--- src/rtl/fifo_tx_drain.sv ---
// Drains a show-ahead FIFO onto a UART-style serial line: start bit, DATA_W
// data bits LSB first, stop bit, each CLKS_PER_BIT clocks long.
module fifo_tx_drain #(
  parameter int CLKS_PER_BIT = 4,
  parameter int DATA_W       = 8
) (
  input  logic              clk,
  input  logic              rst,
  input  logic              enable,
  input  logic              empty,
  input  logic [DATA_W-1:0] data_pop,
  output logic              pop,
  output logic              tx,
  output logic              busy,
  output logic              byte_done,
  output logic [7:0]        bytes_sent
);

  typedef enum logic [1:0] {IDLE, START, DATA, STOP} state_t;

  localparam int            IW       = (DATA_W > 1) ? $clog2(DATA_W) : 1;
  localparam logic [7:0]    LAST_CNT = 8'(CLKS_PER_BIT - 1);
  localparam logic [7:0]    PRE_CNT  = 8'(CLKS_PER_BIT - 2);
  localparam logic [IW-1:0] LAST_BIT = IW'(DATA_W - 1);

  state_t            state;
  logic [7:0]        cnt;
  logic [IW-1:0]     bit_idx;
  logic [DATA_W-1:0] shreg;
  logic [DATA_W-1:0] sh_next;
  logic              bit_end;

  assign sh_next = shreg >> 1;
  assign bit_end = (cnt == LAST_CNT);
  assign pop     = (state == IDLE) && enable && !empty && !rst;

  always_ff @(posedge clk) begin
    if (rst) begin
      state      <= IDLE;
      cnt        <= '0;
      bit_idx    <= '0;
      shreg      <= '0;
      tx         <= 1'b1;
      busy       <= 1'b0;
      byte_done  <= 1'b0;
      bytes_sent <= '0;
    end else begin
      byte_done <= 1'b0;
      case (state)
        IDLE: begin
          if (pop) begin
            shreg   <= data_pop;
            state   <= START;
            cnt     <= '0;
            bit_idx <= '0;
            tx      <= 1'b0;
            busy    <= 1'b1;
          end
        end
        START: begin
          if (bit_end) begin
            cnt   <= '0;
            state <= DATA;
            tx    <= shreg[0];
          end else begin
            cnt <= cnt + 8'd1;
          end
        end
        DATA: begin
          if (bit_end) begin
            cnt   <= '0;
            shreg <= sh_next;
            if (bit_idx == LAST_BIT) begin
              state <= STOP;
              tx    <= 1'b1;
            end else begin
              bit_idx <= bit_idx + 1'b1;
              tx      <= sh_next[0];
            end
          end else begin
            cnt <= cnt + 8'd1;
          end
        end
        STOP: begin
          // Registered pulse must be launched one cycle early to land on the last stop cycle.
          if (cnt == PRE_CNT) begin
            byte_done  <= 1'b1;
            bytes_sent <= bytes_sent + 8'd1;
          end
          if (bit_end) begin
            cnt   <= '0;
            state <= IDLE;
            busy  <= 1'b0;
          end else begin
            cnt <= cnt + 8'd1;
          end
        end
        default: state <= IDLE;
      endcase
    end
  end

endmodule

--- config.mk ---
export PLATFORM = sky130hd
export DESIGN_NAME = fifo_tx_drain
export DESIGN_NICKNAME = d
export VERILOG_FILES = /design/src/rtl/fifo_tx_drain.sv
export SDC_FILE = /design/constraint.sdc
export NUM_CORES = 1
export LEC_CHECK = 0
export CORE_MARGIN = 1.5
export CORE_UTILIZATION = 32
export CTS_BUF_LIST = sky130_fd_sc_hd__clkbuf_16
export CTS_CLUSTER_SIZE = 20
export DETAILED_ROUTE_END_ITERATION = 10
export GPL_TIMING_DRIVEN = 0
export PLACE_DENSITY = 0.58
export SYNTH_ARGS = -nofsm -noshare
export SYNTH_HDL_FRONTEND = slang
export SYNTH_SLANG_ARGS = --single-unit
--- constraint.sdc ---
create_clock -name clk -period 2 [get_ports clk]
set_input_delay 0.5 -clock clk [delete_from_list [all_inputs] [get_ports clk]]
set_output_delay 0.5 -clock clk [all_outputs]
set_load 0.05 [all_outputs]
==> impl_results.html, run 1 <==
<table>
<tr><th>Metric</th><th>Value</th></tr>
<tr><th colspan="2">STA</th></tr>
<tr><td>Minimum clock period after layout</td><td>just under 2 ns</td></tr>
<tr><td>Max_slew headroom</td><td>approximately two thirds</td></tr>
<tr><td>Slew of the pin with the lowest slew margin</td><td>0.506 ns</td></tr>
<tr><td>Tcrit/Tclk final</td><td>between 90% and 100%</td></tr>
<tr><td>Highest clock frequency the design can meet</td><td>513 MHz</td></tr>
<tr><td>Worst Hold Slack</td><td>0.455 ns</td></tr>
<tr><td>Setup slack after layout</td><td>0.0492 ns</td></tr>
<tr><td>Layout Skew</td><td>0.00332 ns</td></tr>
<tr><td>Final hold violations</td><td>0</td></tr>
<tr><td>Final setup violation count</td><td>0</td></tr>
<tr><td>RSZ-0062 raised after global routing</td><td>true</td></tr>
<tr><td>Final Max Slew Viols</td><td>0</td></tr>
<tr><th colspan="2">Routing</th></tr>
<tr><td>DR vias</td><td>~1400</td></tr>
<tr><td>Drt total wl</td><td>3450 µm</td></tr>
<tr><td>Antenna Violating Nets Remaining</td><td>0</td></tr>
<tr><td>DR vias/cell</td><td>4.90</td></tr>
<tr><td>Average wire per cell in the routed design</td><td>12.3 µm</td></tr>
<tr><td>DR DRC count</td><td>0</td></tr>
<tr><td>First-pass iteration count of the detailed router</td><td>4</td></tr>
<tr><td>DRC violation total after the first TritonRoute iteration</td><td>24</td></tr>
<tr><th colspan="2">Logic synthesis</th></tr>
<tr><td>Syn. warnings</td><td>0</td></tr>
<tr><td>Share of the yosys chip area belonging to registers</td><td>roughly two fifths</td></tr>
<tr><td>Compound-cell area share of the yosys netlist</td><td>between 10% and 20%</td></tr>
<tr><td>Cell type with the largest total area after synthesis</td><td>dfxtp_1</td></tr>
<tr><td>Largest family of logic cells by synthesized area</td><td>simple AND/OR/NAND/NOR gates</td></tr>
<tr><td>Biggest area contributors in the synthesized netlist</td><td>dfxtp_1, ha_1, a211oi_1</td></tr>
<tr><td>Simple-gate share of the synthesized area</td><td>roughly a fifth</td></tr>
<tr><td>Netlist cell types</td><td>39</td></tr>
<tr><td>Fraction of post-synthesis cell area in the top cell type by area</td><td>38.2%</td></tr>
<tr><td>Total of flip-flops plus latches after synthesis</td><td>32</td></tr>
<tr><td>Number of nets in the synthesized netlist</td><td>between 200 and 250</td></tr>
<tr><td>Area share of xor/xnor cells in the synthesized design</td><td>between 6 and 7%</td></tr>
<tr><td>Mapped cell area</td><td>0.00168 mm²</td></tr>
<tr><td>Post-Synthesis Cells</td><td>182</td></tr>
<tr><td>Post-synthesis share of cell area spent on full adders, half adders and majority gates</td><td>7.46%</td></tr>
<tr><td>Share of synthesized area spent on multiplexers</td><td>5.44%</td></tr>
<tr><td>Post-Syn Area per Cell</td><td>a little over 9 µm²</td></tr>
<tr><th colspan="2">Worst setup path</th></tr>
<tr><td>Critical path buffers and inverters</td><td>1</td></tr>
<tr><td>Kind of start point of the critical path</td><td>flop</td></tr>
<tr><td>Crit-path max cell delay</td><td>0.82 ns</td></tr>
<tr><td>Worst EP arrival</td><td>around 1.5 ns</td></tr>
<tr><td>Crit-path cells</td><td>clkdlybuf4s50_1</td></tr>
<tr><td>Cells on worst reg2reg path</td><td>6</td></tr>
<tr><td>Type of the worst setup path</td><td>flop to output pin</td></tr>
<tr><td>Required time of the critical path</td><td>~1.5 ns</td></tr>
<tr><td>Worst-path maximum fanout</td><td>3</td></tr>
<tr><td>Critical Path End Type</td><td>output pin</td></tr>
<tr><td>Highest-delay cell along the critical path</td><td>clkdlybuf4s50_1</td></tr>
<tr><td>Startpoint of the lowest-slack register-to-register path</td><td>state[0]</td></tr>
<tr><td>Worst setup slack for register-to-register paths</td><td>about 0.17 ns</td></tr>
<tr><td>Endpoint of the lowest-slack register-to-register path</td><td>tx</td></tr>
<tr><td>Top cell family by delay on the critical path</td><td>buffers and inverters</td></tr>
<tr><th colspan="2">Power</th></tr>
<tr><td>Power per unit of standard cell area</td><td>1060 mW/mm²</td></tr>
<tr><td>Portion of total power attributed to the clock network</td><td>between 30% and 40%</td></tr>
<tr><td>Proportion of power drawn by combinational gates</td><td>about a third</td></tr>
<tr><td>Pleak</td><td>roughly 0.85 nW</td></tr>
<tr><td>Pwr Total</td><td>2.31 mW</td></tr>
<tr><td>Highest ir drop seen on vdd</td><td>around 0.64 mV</td></tr>
<tr><td>Switch Pwr</td><td>0.761 mW</td></tr>
<tr><td>Internal Power</td><td>between 1.5 and 2 mW</td></tr>
<tr><td>Part of the total power dissipated in sequential elements</td><td>about a third</td></tr>
<tr><td>Sw Share</td><td>approximately 33%</td></tr>
<tr><th colspan="2">Worst hold path</th></tr>
<tr><td>Worst Hold Path EP</td><td>shreg[0]</td></tr>
<tr><td>Worst hold path type</td><td>primary input to flop</td></tr>
<tr><td>Launch point of the worst hold path</td><td>rst</td></tr>
<tr><td>Worst hold path stage count</td><td>2</td></tr>
<tr><th colspan="2">Clocking</th></tr>
<tr><td>Clk sink count</td><td>32</td></tr>
<tr><td>Clock tree from TritonCTS</td><td>yes</td></tr>
<tr><td>H-tree Lvls</td><td>2</td></tr>
<tr><td>Number of buffers between clock root and the deepest sink</td><td>2</td></tr>
<tr><td>Number of hold buffers added after CTS</td><td>0</td></tr>
<tr><td>Clock root buffer</td><td>clkbuf_16</td></tr>
<tr><td>Num CTS Buffers</td><td>5</td></tr>
<tr><td>Later-pin clock latency in the skew report</td><td>approximately 0.27 ns</td></tr>
<tr><td>Clock Pin Slew Worst Setup and Hold Paths</td><td>~0.050 ns</td></tr>
<tr><th colspan="2">Place</th></tr>
<tr><td>Setup WS pre-CTS</td><td>-0.816 ns</td></tr>
<tr><td>Post-place instance area</td><td>approximately 0.0020 mm²</td></tr>
<tr><td>Post-detail-place hpwl</td><td>2540 µm</td></tr>
<tr><td>Port Buffer Count</td><td>22</td></tr>
<tr><td>GPL Wtd Cong</td><td>0.817</td></tr>
<tr><th colspan="2">GRT</th></tr>
<tr><td>Met3 Track Usage GR</td><td>around 3.2%</td></tr>
<tr><td>Global router's overall resource usage</td><td>between 10% and 20%</td></tr>
<tr><td>Number of antenna violations at the first check in global routing</td><td>0</td></tr>
<tr><td>Sum of overflow across all layers after global routing</td><td>0</td></tr>
<tr><td>Met2 Track Usage GR</td><td>between 20% and 30%</td></tr>
<tr><td>Routing layer with the top usage in global route</td><td>met2</td></tr>
<tr><td>Met1 capacity usage during global routing</td><td>between 10% and 20%</td></tr>
<tr><td>Wire length of the first global-routing pass</td><td>6010 µm</td></tr>
<tr><td>Maximum number of pins on one net before global-route repair</td><td>11</td></tr>
<tr><td>Number of global-route vias before repair</td><td>around 1300</td></tr>
<tr><th colspan="2">Flow run</th></tr>
<tr><td>Maxcap violations</td><td>0</td></tr>
<tr><th colspan="2">Floorplan</th></tr>
<tr><td>Floorplan die height</td><td>around 75 µm</td></tr>
<tr><td>Horiz. Die Dim</td><td>between 70 and 80 µm</td></tr>
<tr><td>Total core area</td><td>about 0.005 mm²</td></tr>
<tr><td>Number of rows created at floorplan</td><td>26</td></tr>
<tr><td>IO Count</td><td>24</td></tr>
<tr><td>Die Area</td><td>~0.0057 mm²</td></tr>
<tr><td>Effective utilization at floorplan</td><td>between 30 and 40%</td></tr>
<tr><th colspan="2">Outcome</th></tr>
<tr><td>Result of the run</td><td>finished, final reports clean</td></tr>
<tr><th colspan="2">Final layout</th></tr>
<tr><td># nets final</td><td>232</td></tr>
<tr><td>Final non-filler cell area</td><td>0.00218 mm²</td></tr>
<tr><td>Most frequent standard cell in the layout excluding fill and tap cells</td><td>dfxtp_1</td></tr>
<tr><td>Multi-input logic area</td><td>1000 µm²</td></tr>
<tr><td>Fillcell total</td><td>around 530</td></tr>
<tr><td>Synth-to-Final Area Change</td><td>30.0%</td></tr>
<tr><td>Share of post-route cells with drive strength above 1</td><td>14.7%</td></tr>
<tr><td>Most frequent cells in the layout</td><td>dfxtp_1, nor2_1, a21oi_1</td></tr>
<tr><td>Final antenna diode count</td><td>0</td></tr>
<tr><td>Final standard cell utilization of the core</td><td>~43%</td></tr>
<tr><td>Sequential standard cell area</td><td>approximately 640 µm²</td></tr>
</table>
-- area by class of cell --
cell class | instances | share of cell area (%)
Clock inverter | 3 | 0.516
Clock buffer | 5 | 5.74
Timing Repair Buffer | 23 | 10.5
Buffer | 10 | 3.16
Multi-Input combinational cell | 133 | 45.8
Inverter | 5 | 0.861
Sequential cell | 32 | 29.4
Tap cell | 70 | 4.02
-- metal layers --
| metal | routed length (µm) | up-vias |
|---|---|---|
| met5 | 0 | - |
| met4 | 74 | 0 |
| met3 | 82 | 6 |
| met2 | 1650 | 16 |
| met1 | 1640 | 640 |
| li1 | - | 716 |
-- stage by stage --
stage	TNS, ns	std cells
2_1_floorplan	0	182
4_1_cts	0	281
5_1_grt	-0.0802	281
6_report	0	281
3_3_place_gp	-8.09	274
3_5_place_dp	-8.10	274
-- state kept, by name, summed over array words and instances (netlist names) --
signal / flops
busy: 1
cnt: 8
tx: 1
bit_idx: 3
bytes_sent: 8
state: 2
byte_done: 1
shreg: 8
-- worst max-delay path by stage --
stage | start | end | slack (ns) | cells past startpoint
global placement | enable | pop | -0.81 | 5
detailed placement | enable | pop | -0.82 | 5
floorplan | rst | state[1] | 0.05 | 6
global route | cnt[0] | bytes_sent[7] | -0.05 | 7
finish | bytes_sent[6] | bytes_sent[6] | 0.05 | 1
CTS | state[1] | bytes_sent[7] | 0.006 | 6
-- cells in the mapped netlist (all sizes together) --
cell,count
a41o,2
ha,10
and3,1
clkbuf,5
nor4b,1
dfxtp,32
a22o,2
or3,3
and4,2
nand3,8
o31ai,2
o31a,1
nor3,1
nor4bb,1
or4b,1
xnor2,7
o21ai,2
nor2,19
xor2,6
nor4,1
mux2i,8
nor2b,2
inv,5
a211oi,12
or2,1
a2111oi,1
or3b,1
a31oi,2
o21bai,1
a21oi,17
nand2,8
buf,7
nand4,5
a21bo,1
and2,3
mux2,1
-- cell families (layout without fill, tap and decap cells) --
kind of cell	after synthesis	after routing
compound gates	43	43
flops	32	32
mux	9	9
fa+ha+maj	10	10
simple gates	58	58
xor+xnor	13	13
buf+inv	17	46
-- what timing repair did --
action,in CTS,in global routing
endpoints found under the setup margin,23,23
resized for setup,13,17
setup buffers,1,0
pin swaps,2,0
-- power by group through the flow --
stage               Combinational (mW)  Clock [mW]  Sequential [mW]
finish                           0.795       0.703            0.810
global route                     0.903       0.750            0.825
CTS                              0.765       0.725            0.810
detailed placement               0.763           0            0.822
global placement                 0.756           0            0.821
floorplan                        0.567           0            0.837
No activity file was read; power rests on OpenSTA's default activity.
==> run 2, diff against run 1 <==
Settings changed: GPL_ROUTABILITY_DRIVEN set to 0.
==> results of run 2 <==
No change in the layout: final DEF, timing and power equal those of run 1.
==> variant: new RTL, config.mk and constraints of run 1 <==
Change the parameter `DATA_W` from 8 to 16.
--- a/src/rtl/fifo_tx_drain.sv
+++ b/src/rtl/fifo_tx_drain.sv
@@ -3,5 +3,5 @@
 module fifo_tx_drain #(
   parameter int CLKS_PER_BIT = 4,
-  parameter int DATA_W       = 8
+  parameter int DATA_W       = 16
 ) (
   input  logic              clk,
Interface: changed (resized data_pop); port bits go from 24 to 32. No check against the original RTL was run, so the function may have changed too.
==> variant against run 1 <==
- the flow now finishes with violations (negative setup slack)
- critical path type is now reg2reg
- worst setup slack worse by 69 ps
- sequential cell count is 9 higher
- cell area is 29% higher
- sequential share of layout area hardly changed
- wire length is 48% higher
- synthesized cell count is 30% higher
- synthesized area is 25% higher
- core utilization is 1.5 points higher
- highest routed layer unchanged
- sequential power is 37% higher
- critical path depth is 3 higher
- power is 39% higher
==> variant: results (changes against run 1) <==
metric,value,unit,change
synth_commonest_cells,"41 x dfxtp_1, 23 x a21oi_1, 21 x a211oi_1, 21 x nor2_1, 20 x mux2i_1",,
nFillCells,640,,+20%
cpPeakStageDelay,550,ps,-270 ps
hold_class,reg2reg,,
critPathTopFamily,simple AND/OR/NAND/NOR gates,,
cts.clk_slew.worst_paths,60,ps,
p_sw,1.22,mW,+60%
violations,negative setup slack,,
final_cell_count_no_fill,359,,+28%
grt_usage,0.144,,+0.00238
layout-drive-gt1-share,0.191,,+0.0446
fin_ws,-20.2,ps,-69.4 ps
fin_nets,310,,+34%
synth_cells,237,,+30%
dp.cells,345,,+26%
initialDrtViolationCount,79,,+230%
syn-num-nets,266,,+30%
insertedDiodeCount,0,,unchanged
reg_top3,"shreg: 16 flops, bytes_sent: 8 flops, cnt: 8 flops",,
leakagePower,1.06,nW,+25%
setup_viol_count_final,1,,+1
placed_area,2520,sq um,+27%
wl_per_cell,14.3,um,+16%
port_buffers,31,,+41%
clock_skew,3.73,ps,+0.408 ps
synthAdderAreaFrac,0.0535,,-0.0210
synth_compound_area_frac,0.201,,+0.0273
pre_cts_ws,-1240,ps,-428 ps
grt_max_degree,13,,+2
vias_per_cell,5.35,,+9.1%
ys_types,42,,+7.7%
slew_headroom,0.587,,-0.0757
crit_slowest_cell,or4_4,,
comb_power_share,0.413,,+0.068
worst_hold_slack,499,ps,+43.5 ps
muxShareOfSynthArea,0.101,,+0.0461
synthTopCellsByArea,"dfxtp_1 39%, mux2i_1 9.5%, a211oi_1 7.5%",,
status,"complete, but fails checks",,
ys_seq_area_frac,0.390,,+0.00844
vdd_drop_max,0.662,mV,+3.7%
dp_hpwl,3520,um,+39%
grt_pass1_vias,1740,,+33%
async_flop_share,0,,unchanged
crit_fanout,5,,+2
gp_congestion,0.851,,+4.1%
numCtsBuffers,5,,unchanged
drt_first_pass_iters,4,,unchanged
root_buffer,clkbuf_16,,
grt_pass1_wl,8310,um,+38%
clockBufferDepth,2,,unchanged
synth_xor_area_frac,0.0416,,-0.0262
variant: routing by layer:
metal  vias to the layer above  track usage  part of all wire
li1                        965            -                 -
met2                        52        0.233              0.46
met3                         5       0.0317             0.046
met4                         0       0.0358            0.0080
met5                         -            0                 0
met1                       898        0.195              0.49
variant: worst paths after layout:
kind,startpoint,end,cells past startpoint
worst max-delay path,cnt[7],bytes_sent[5],4
worst max register to register,cnt[7],bytes_sent[5],4
worst min-delay path,bit_idx[1],bit_idx[1],2
worst min register to register,bit_idx[1],bit_idx[1],2
variant: cells by family after synthesis:
family	count (synthesis)
compound gates	65
simple gates	64
flops	41
buf+inv	27
mux	21
xor+xnor	10
fa+ha+maj	9
variant: stage by stage:
stage / util / TNS (ps)
5_1_grt: 0.444 / -44.0
3_3_place_gp: 0.397 / -23930
6_report: 0.444 / -20.2
4_1_cts: 0.431 / -268
3_5_place_dp: 0.397 / -23280
2_1_floorplan: - / -284
variant: cell type report:
class                   instances  area, sq um  area share
multi-input cells             169         1260       0.448
flip-flops and latches         41          830       0.294
repair buffers                 43          398       0.141
clock buffers                   5          125      0.0443
well taps                      77         96.3      0.0341
plain buffers                   9         47.5      0.0169
inverters                      12         46.3      0.0164
clock inverters                 3         13.8     0.00488
variant: timing repair:
action / in CTS / in global routing
hold buffers: 0 / 0
endpoints found under the setup margin: 41 / 22
pin swaps: 8 / 11
setup buffers: 5 / 7
gates resized for setup: 33 / 25
variant: tightest hold or removal path, cell delays in order, from the launching register on:
cell     delay [ps]
dfxtp_1         320
inv_1            50
o22ai_1          70
variant: power groups by stage:
stage               Clock [mW]  Sequential, mW  Combinational (mW)
CTS                      0.784            1.11                1.28
global route             0.808            1.13                1.47
finish                   0.767            1.11                1.32
global placement             0            1.13                1.18
detailed placement           0            1.13                1.19
floorplan                    0            1.14               0.852
